File: src/rtl/prog_mem_arbiter.sv
// prog_mem_arbiter
//   Sole owner of the byte-wide program memory port. It arbitrates between three
//   clients and drives a synchronous byte RAM with one cycle of read latency:
//     - UART loader: single byte writes, LD_REQ/LD_ACK handshake
//     - instruction fetch: 32-bit little-endian word built from four byte reads,
//       IF_REQ/IF_ACK handshake, misaligned or out-of-range addresses rejected
//     - memory clear: writes 0 to every byte, one byte per cycle
//
// Ports
//   CLK, RESET             clock and synchronous active-high reset
//   CLR_REQ / CLR_BUSY     clear request (level) / high for each clear write
//   LD_REQ, LD_ADDR,
//   LD_DATA / LD_ACK       loader write request / one-cycle write-done pulse
//   IF_REQ, IF_ADDR /
//   IF_ACK, IF_DATA,
//   IF_FAULT               fetch request / one-cycle done pulse, word, reject flag
//   MEM_ADDR, MEM_WE,
//   MEM_WDATA / MEM_RDATA  RAM port (read data valid one cycle after address)

module prog_mem_arbiter #(
    parameter int ADDR_W = 10,
    parameter int DEPTH  = 1024
) (
    input  logic              CLK,
    input  logic              RESET,
    input  logic              CLR_REQ,
    output logic              CLR_BUSY,
    input  logic              LD_REQ,
    input  logic [ADDR_W-1:0] LD_ADDR,
    input  logic [7:0]        LD_DATA,
    output logic              LD_ACK,
    input  logic              IF_REQ,
    input  logic [31:0]       IF_ADDR,
    output logic              IF_ACK,
    output logic [31:0]       IF_DATA,
    output logic              IF_FAULT,
    output logic [ADDR_W-1:0] MEM_ADDR,
    output logic              MEM_WE,
    output logic [7:0]        MEM_WDATA,
    input  logic [7:0]        MEM_RDATA
);

    typedef enum logic [2:0] {
        S_IDLE,
        S_CLEAR,
        S_LOAD,
        S_FETCH,
        S_FWAIT,
        S_FDONE,
        S_FAULT
    } state_t;

    localparam logic GRANT_LD = 1'b0;
    localparam logic GRANT_IF = 1'b1;

    // Highest legal word base; the compare is done on the full 32-bit PC so a
    // huge address can never alias into the RAM by truncation.
    localparam logic [31:0]       FETCH_LIMIT = 32'(DEPTH - 4);
    localparam logic [ADDR_W-1:0] CLR_LAST    = ADDR_W'(DEPTH - 1);
    localparam logic [ADDR_W-1:0] ADDR_ONE    = ADDR_W'(1);

    state_t              state_q;
    logic [1:0]          k_q;
    logic                last_grant_q;
    logic                clr_busy_q;
    logic                ld_ack_q;
    logic                if_ack_q;
    logic                if_fault_q;
    logic [31:0]         if_data_q;
    logic [ADDR_W-1:0]   mem_addr_q;
    logic                mem_we_q;
    logic [7:0]          mem_wdata_q;
    // Bytes 0..2 are collected here so IF_DATA only changes on IF_ACK.
    logic [23:0]         byte_buf_q;

    logic                fetch_bad_d;
    logic                grant_ld_d;
    logic                grant_if_d;

    always_comb begin
        fetch_bad_d = (IF_ADDR[1:0] != 2'b00) || (IF_ADDR > FETCH_LIMIT);
        // On a tie, serve whoever was not served last.
        grant_ld_d  = LD_REQ && (!IF_REQ || (last_grant_q == GRANT_IF));
        grant_if_d  = IF_REQ && !grant_ld_d;
    end

    always_ff @(posedge CLK) begin
        if (RESET) begin
            state_q      <= S_IDLE;
            k_q          <= 2'd0;
            last_grant_q <= GRANT_IF;
            clr_busy_q   <= 1'b0;
            ld_ack_q     <= 1'b0;
            if_ack_q     <= 1'b0;
            if_fault_q   <= 1'b0;
            if_data_q    <= 32'd0;
            mem_addr_q   <= '0;
            mem_we_q     <= 1'b0;
            mem_wdata_q  <= 8'd0;
        end else begin
            case (state_q)
                S_IDLE: begin
                    if (CLR_REQ) begin
                        state_q     <= S_CLEAR;
                        clr_busy_q  <= 1'b1;
                        mem_we_q    <= 1'b1;
                        mem_addr_q  <= '0;
                        mem_wdata_q <= 8'd0;
                    end else if (grant_ld_d) begin
                        state_q      <= S_LOAD;
                        last_grant_q <= GRANT_LD;
                        ld_ack_q     <= 1'b1;
                        mem_we_q     <= 1'b1;
                        mem_addr_q   <= LD_ADDR;
                        mem_wdata_q  <= LD_DATA;
                    end else if (grant_if_d) begin
                        last_grant_q <= GRANT_IF;
                        if (fetch_bad_d) begin
                            state_q    <= S_FAULT;
                            if_ack_q   <= 1'b1;
                            if_fault_q <= 1'b1;
                            if_data_q  <= 32'd0;
                        end else begin
                            state_q    <= S_FETCH;
                            k_q        <= 2'd0;
                            mem_addr_q <= IF_ADDR[ADDR_W-1:0];
                        end
                    end
                end

                S_CLEAR: begin
                    if (mem_addr_q == CLR_LAST) begin
                        state_q    <= S_IDLE;
                        clr_busy_q <= 1'b0;
                        mem_we_q   <= 1'b0;
                        mem_addr_q <= '0;
                    end else begin
                        mem_addr_q <= mem_addr_q + ADDR_ONE;
                    end
                end

                S_LOAD: begin
                    state_q     <= S_IDLE;
                    ld_ack_q    <= 1'b0;
                    mem_we_q    <= 1'b0;
                    mem_addr_q  <= '0;
                    mem_wdata_q <= 8'd0;
                end

                S_FETCH: begin
                    // Read data lags the address by one cycle, so the byte
                    // arriving now belongs to the previous k.
                    case (k_q)
                        2'd1:    byte_buf_q[7:0]   <= MEM_RDATA;
                        2'd2:    byte_buf_q[15:8]  <= MEM_RDATA;
                        2'd3:    byte_buf_q[23:16] <= MEM_RDATA;
                        default: ;
                    endcase
                    if (k_q == 2'd3) begin
                        state_q    <= S_FWAIT;
                        mem_addr_q <= '0;
                    end else begin
                        k_q        <= k_q + 2'd1;
                        mem_addr_q <= mem_addr_q + ADDR_ONE;
                    end
                end

                S_FWAIT: begin
                    state_q    <= S_FDONE;
                    if_data_q  <= {MEM_RDATA, byte_buf_q};
                    if_fault_q <= 1'b0;
                    if_ack_q   <= 1'b1;
                end

                S_FDONE, S_FAULT: begin
                    state_q  <= S_IDLE;
                    if_ack_q <= 1'b0;
                end

                default: state_q <= S_IDLE;
            endcase
        end
    end

    assign CLR_BUSY  = clr_busy_q;
    assign LD_ACK    = ld_ack_q;
    assign IF_ACK    = if_ack_q;
    assign IF_DATA   = if_data_q;
    assign IF_FAULT  = if_fault_q;
    assign MEM_ADDR  = mem_addr_q;
    assign MEM_WE    = mem_we_q;
    assign MEM_WDATA = mem_wdata_q;

endmodule

File: config.mk
export PLATFORM = sky130hd
export DESIGN_NAME = prog_mem_arbiter
export DESIGN_NICKNAME = d
export VERILOG_FILES = /design/src/rtl/prog_mem_arbiter.sv
export SDC_FILE = /design/constraint.sdc
export NUM_CORES = 1
export LEC_CHECK = 0
export ABC_AREA = 0
export BUFFER_PORTS_ARGS = -buffer_cell sky130_fd_sc_hd__buf_2
export CAP_MARGIN = 30
export CORE_MARGIN = 2
export CORE_UTILIZATION = 35
export CTS_BUF_LIST = sky130_fd_sc_hd__clkbuf_8
export CTS_CLUSTER_SIZE = 28
export DETAILED_ROUTE_END_ITERATION = 7
export GPL_TIMING_DRIVEN = 0
export PLACE_DENSITY = 0.62
export SLEW_MARGIN = 20
export SYNTH_ARGS = -nofsm -noshare
export SYNTH_HDL_FRONTEND = slang
export SYNTH_SLANG_ARGS = --single-unit
File: constraint.sdc
create_clock -name CLK -period 4 [get_ports CLK]
set_input_delay 0.2 -clock CLK [delete_from_list [all_inputs] [get_ports CLK]]
set_output_delay 0.2 -clock CLK [all_outputs]
set_load 0.03 [all_outputs]
==> results by group <==
Setup path
  – Worst reg2reg endpoint: MEM_ADDR[1]
  – Element type at the critical path start: flop
  – Data arrival, critical path: 2.47 ns
  – Crit path capture type: flop
  – Crit path max fanout: 8
  – Worst Setup EP: MEM_ADDR[1]
  – Kind of critical path: flop to flop
  – Launch point of the worst path: MEM_ADDR[0]
  – Worst Reg-to-Reg Cells: 6
  – FF-to-FF Start: MEM_ADDR[0]
  – Flop2flop setup slack: 1.81 ns
  – Worst Path Required: 4.28 ns

Synth
  – Prevailing post-synth register cell: dfxtp_1
  – Synth Area in Compound Gates: 23.8%
  – Cells after Synth: 390
  – Seq/Total Area, Yosys: 51.5%
  – Most numerous cell in the Yosys netlist: dfxtp_1
  – Synth warn: 0
  – Syn avg cell area: 9.66 µm²
  – Adder-Cell Fraction of Synth Area: 1.33%
  – Main combinational cell family by area after synthesis: compound AO/OA/AOI/OAI gates
  – Post-Syn Area: 3770 µm²
  – Yosys top cell area share: 32.4%
  – Top cells by area, synth: dfxtp_1 (32%), edfxtp_1 (19%), a21oi_1 (7.8%)
  – Yosys reg bits: 85
  – Synth async-reset ratio: 0%
  – Cell taking the most area after synthesis: dfxtp_1
  – Yosys cell types: 48
  – Synth Area in Simple Gates: 16.9%
  – EDFF count, synth: 24
  – Synth top cells by count: dfxtp_1 (61), a21oi_1 (59), nand3_1 (46)
  – Post-synthesis mux area share: 2.12%
  – Xor/xnor cell area share of the yosys netlist: 0%
  – Syn Nets: 457

Timing
  – F_max: 457 MHz
  – Final hold viol count: 0
  – Slew @ Worst Pin: 0.810 ns
  – Period utilization: 54.7%
  – Clk_skew: 0.00725 ns
  – Worst setup margin: 1.81 ns
  – WHS: 0.0639 ns
  – Setup TNS Final: 0 ns
  – Crit path time final: 2.19 ns
  – Fin. max-slew vios: 0
  – # setup viols final: 0
  – Rel. slew slack: 45.7%
  – RSZ-0062 raised after global routing: no

Drt
  – Iteration-0 DRC count of the detailed router: 218
  – Vias per cell: 5.43
  – 1st-pass router iterations: 5
  – # DRC: 0
  – Routed WL: 10800 µm
  – WL/cell: 16.4 µm
  – Via count: 3575
  – Final ANT Viol Nets: 0

Power
  – Sequential power share: 46.8%
  – Clk pwr share: 29.2%
  – Sw frac: 33.7%
  – Combinational power share: 24.0%
  – Total net switching power: 0.000701 W
  – Leakage power: 1.87 nW
  – Internal: 0.00138 W
  – Worst vdd ir: 0.154 mV
  – P per Cell Area: 442 nW/µm²

Hold path
  – Worst hold stages: 1
  – Hold Crit Class: input port to flop

Outcome
  – Status: finished clean

Finish
  – Final Core Density: 45.4%
  – Share of cells above drive strength 1: 28.2%
  – # fillers: 1068
  – Antenna fix cells: 0
  – Area added between synthesis and finish: 25.0%
  – Final #Nets: 584
  – Final instance area: 4710 µm²

GRT
  – GR Util met1: 25.3%
  – Gr usage total: 19.1%
  – Met2 usage: 30.6%
  – Grt peak-use layer: met2
  – Number of global-route vias before repair: 3511
  – Largest net degree at the start of global routing: 16
  – Met3 usage: 3.15%
  – Initial antenna violation count: 0
  – First-pass GRT wire length: 17500 µm
  – Total gr overflow: 0

CTS
  – Post-CTS Hold Fix Bufs: 0
  – Clock slew at reported path FFs: 0.09 ns
  – CTS resizes: 0
  – Post-CTS Setup Bufs: 0
  – CTS sink count: 85
  – Clk Latency, worst-skew pair: 0.36 ns
  – Clock Tree Buf Depth: 2
  – CTS tree: built
  – H-tree depth: 3
  – Num CTS Buffers: 9
  – CTS root buf: clkbuf_8

Placement
  – Post-DP HPWL: 7880 µm
  – DP Worst Slack: 1.87 ns
  – RePlAce Congestion: 0.844
  – PortBufs: 116
  – Placement Cell Area: 4520 µm²

Die
  – Cell Rows: 37
  – Num ports: 118
  – CORE AREA: 10400 µm²
  – Die ar.: 11600 µm²
  – Die Width: 108 µm
  – Die Ht: 108 µm
  – Starting Density: 36.3%

Flow run
  – Number of max-cap violations: 0
-- logic make-up after synthesis --
group / Yosys count
adders and majority gates: 4
muxes: 8
AOI/OAI and AO/OA: 135
DFF: 85
and+or+nand+nor: 119
buffers and inverters: 39
-- sequential cells by signal, summed over array words and instances, names as in the netlist --
register / cells
LD_ACK: 1
last_grant_q: 1
IF_DATA: 32
state_q: 3
MEM_WDATA: 8
IF_FAULT: 1
k_q: 2
CLR_BUSY: 1
MEM_WE: 1
IF_ACK: 1
MEM_ADDR: 10
byte_buf_q: 24
-- stage by stage --
step / total power [W] / cells
finish: 0.00208 / 658
global route: 0.00218 / 658
CTS: 0.00209 / 658
detailed placement: 0.00149 / 642
global placement: 0.00148 / 642
floorplan: 0.00132 / 390
-- layout make-up --
cell class	count	area, µm²	area share, %
multi-input combinational	266	1660	35.3
clock inverter	7	67.6	1.43
clock buffer	9	124	2.63
inverter	9	33.8	0.717
tap	136	170	3.61
timing repair buffer	116	581	12.3
buffer	30	129	2.74
sequential	85	1940	41.2
-- power by group through the flow --
stage / registers (W) / logic [W] / clock network, W
2_1_floorplan: 0.00108 / 0.000248 / 0
3_3_place_gp: 0.000992 / 0.000491 / 0
3_5_place_dp: 0.000993 / 0.000499 / 0
4_1_cts: 0.000974 / 0.000501 / 0.000620
5_1_grt: 0.000982 / 0.000546 / 0.000650
6_report: 0.000974 / 0.000500 / 0.000609
-- how the worst min path moves through the flow --
stage | startpoint | to | slack, ns
2_1_floorplan | MEM_RDATA[0] | byte_buf_q[0] | 0.30
3_3_place_gp | MEM_RDATA[0] | byte_buf_q[0] | 0.44
3_5_place_dp | MEM_RDATA[0] | byte_buf_q[16] | 0.44
4_1_cts | MEM_RDATA[1] | byte_buf_q[17] | 0.05
5_1_grt | MEM_RDATA[1] | byte_buf_q[17] | 0.06
6_report | MEM_RDATA[0] | byte_buf_q[8] | 0.06
-- worst max-delay path: stages (launching register included) --
cell	delay [ns]
dfxtp_1	0.37
ha_1	0.26
and3_1	0.21
and4_1	0.24
a21oi_1	0.64
a2bb2oi_1	0.13
a211oi_1	0.25
-- placed cells by master, fill, tap and decap left out, types with 2 or more instances in the layout --
| cell type | n |
|---|---|
| dfxtp_1 | 61 |
| nor3_1 | 4 |
| o21ai_1 | 2 |
| nand2_1 | 30 |
| o32a_1 | 7 |
| and3_1 | 3 |
| mux2i_1 | 8 |
| edfxtp_1 | 24 |
| nor2_1 | 11 |
| a21oi_1 | 59 |
| buf_2 | 123 |
| and4_1 | 2 |
| inv_1 | 11 |
| o211ai_1 | 32 |
| clkbuf_1 | 21 |
| o31ai_1 | 3 |
| and2_1 | 6 |
| nor4_1 | 4 |
| a211oi_1 | 2 |
| nand3_1 | 46 |
| nand2b_1 | 3 |
| clkbuf_8 | 9 |
| o21ai_0 | 8 |
| o32ai_1 | 6 |
| ha_1 | 4 |
| nor4_2 | 3 |
| o211a_1 | 3 |
-- layer usage --
| metal | up-vias | routed length, µm |
|---|---|---|
| met3 | 22 | 514 |
| met4 | 0 | 222 |
| met5 | - | 0 |
| met1 | 1715 | 4870 |
| li1 | 1742 | - |
| met2 | 96 | 5160 |
Power figures use the tool's default switching activity.
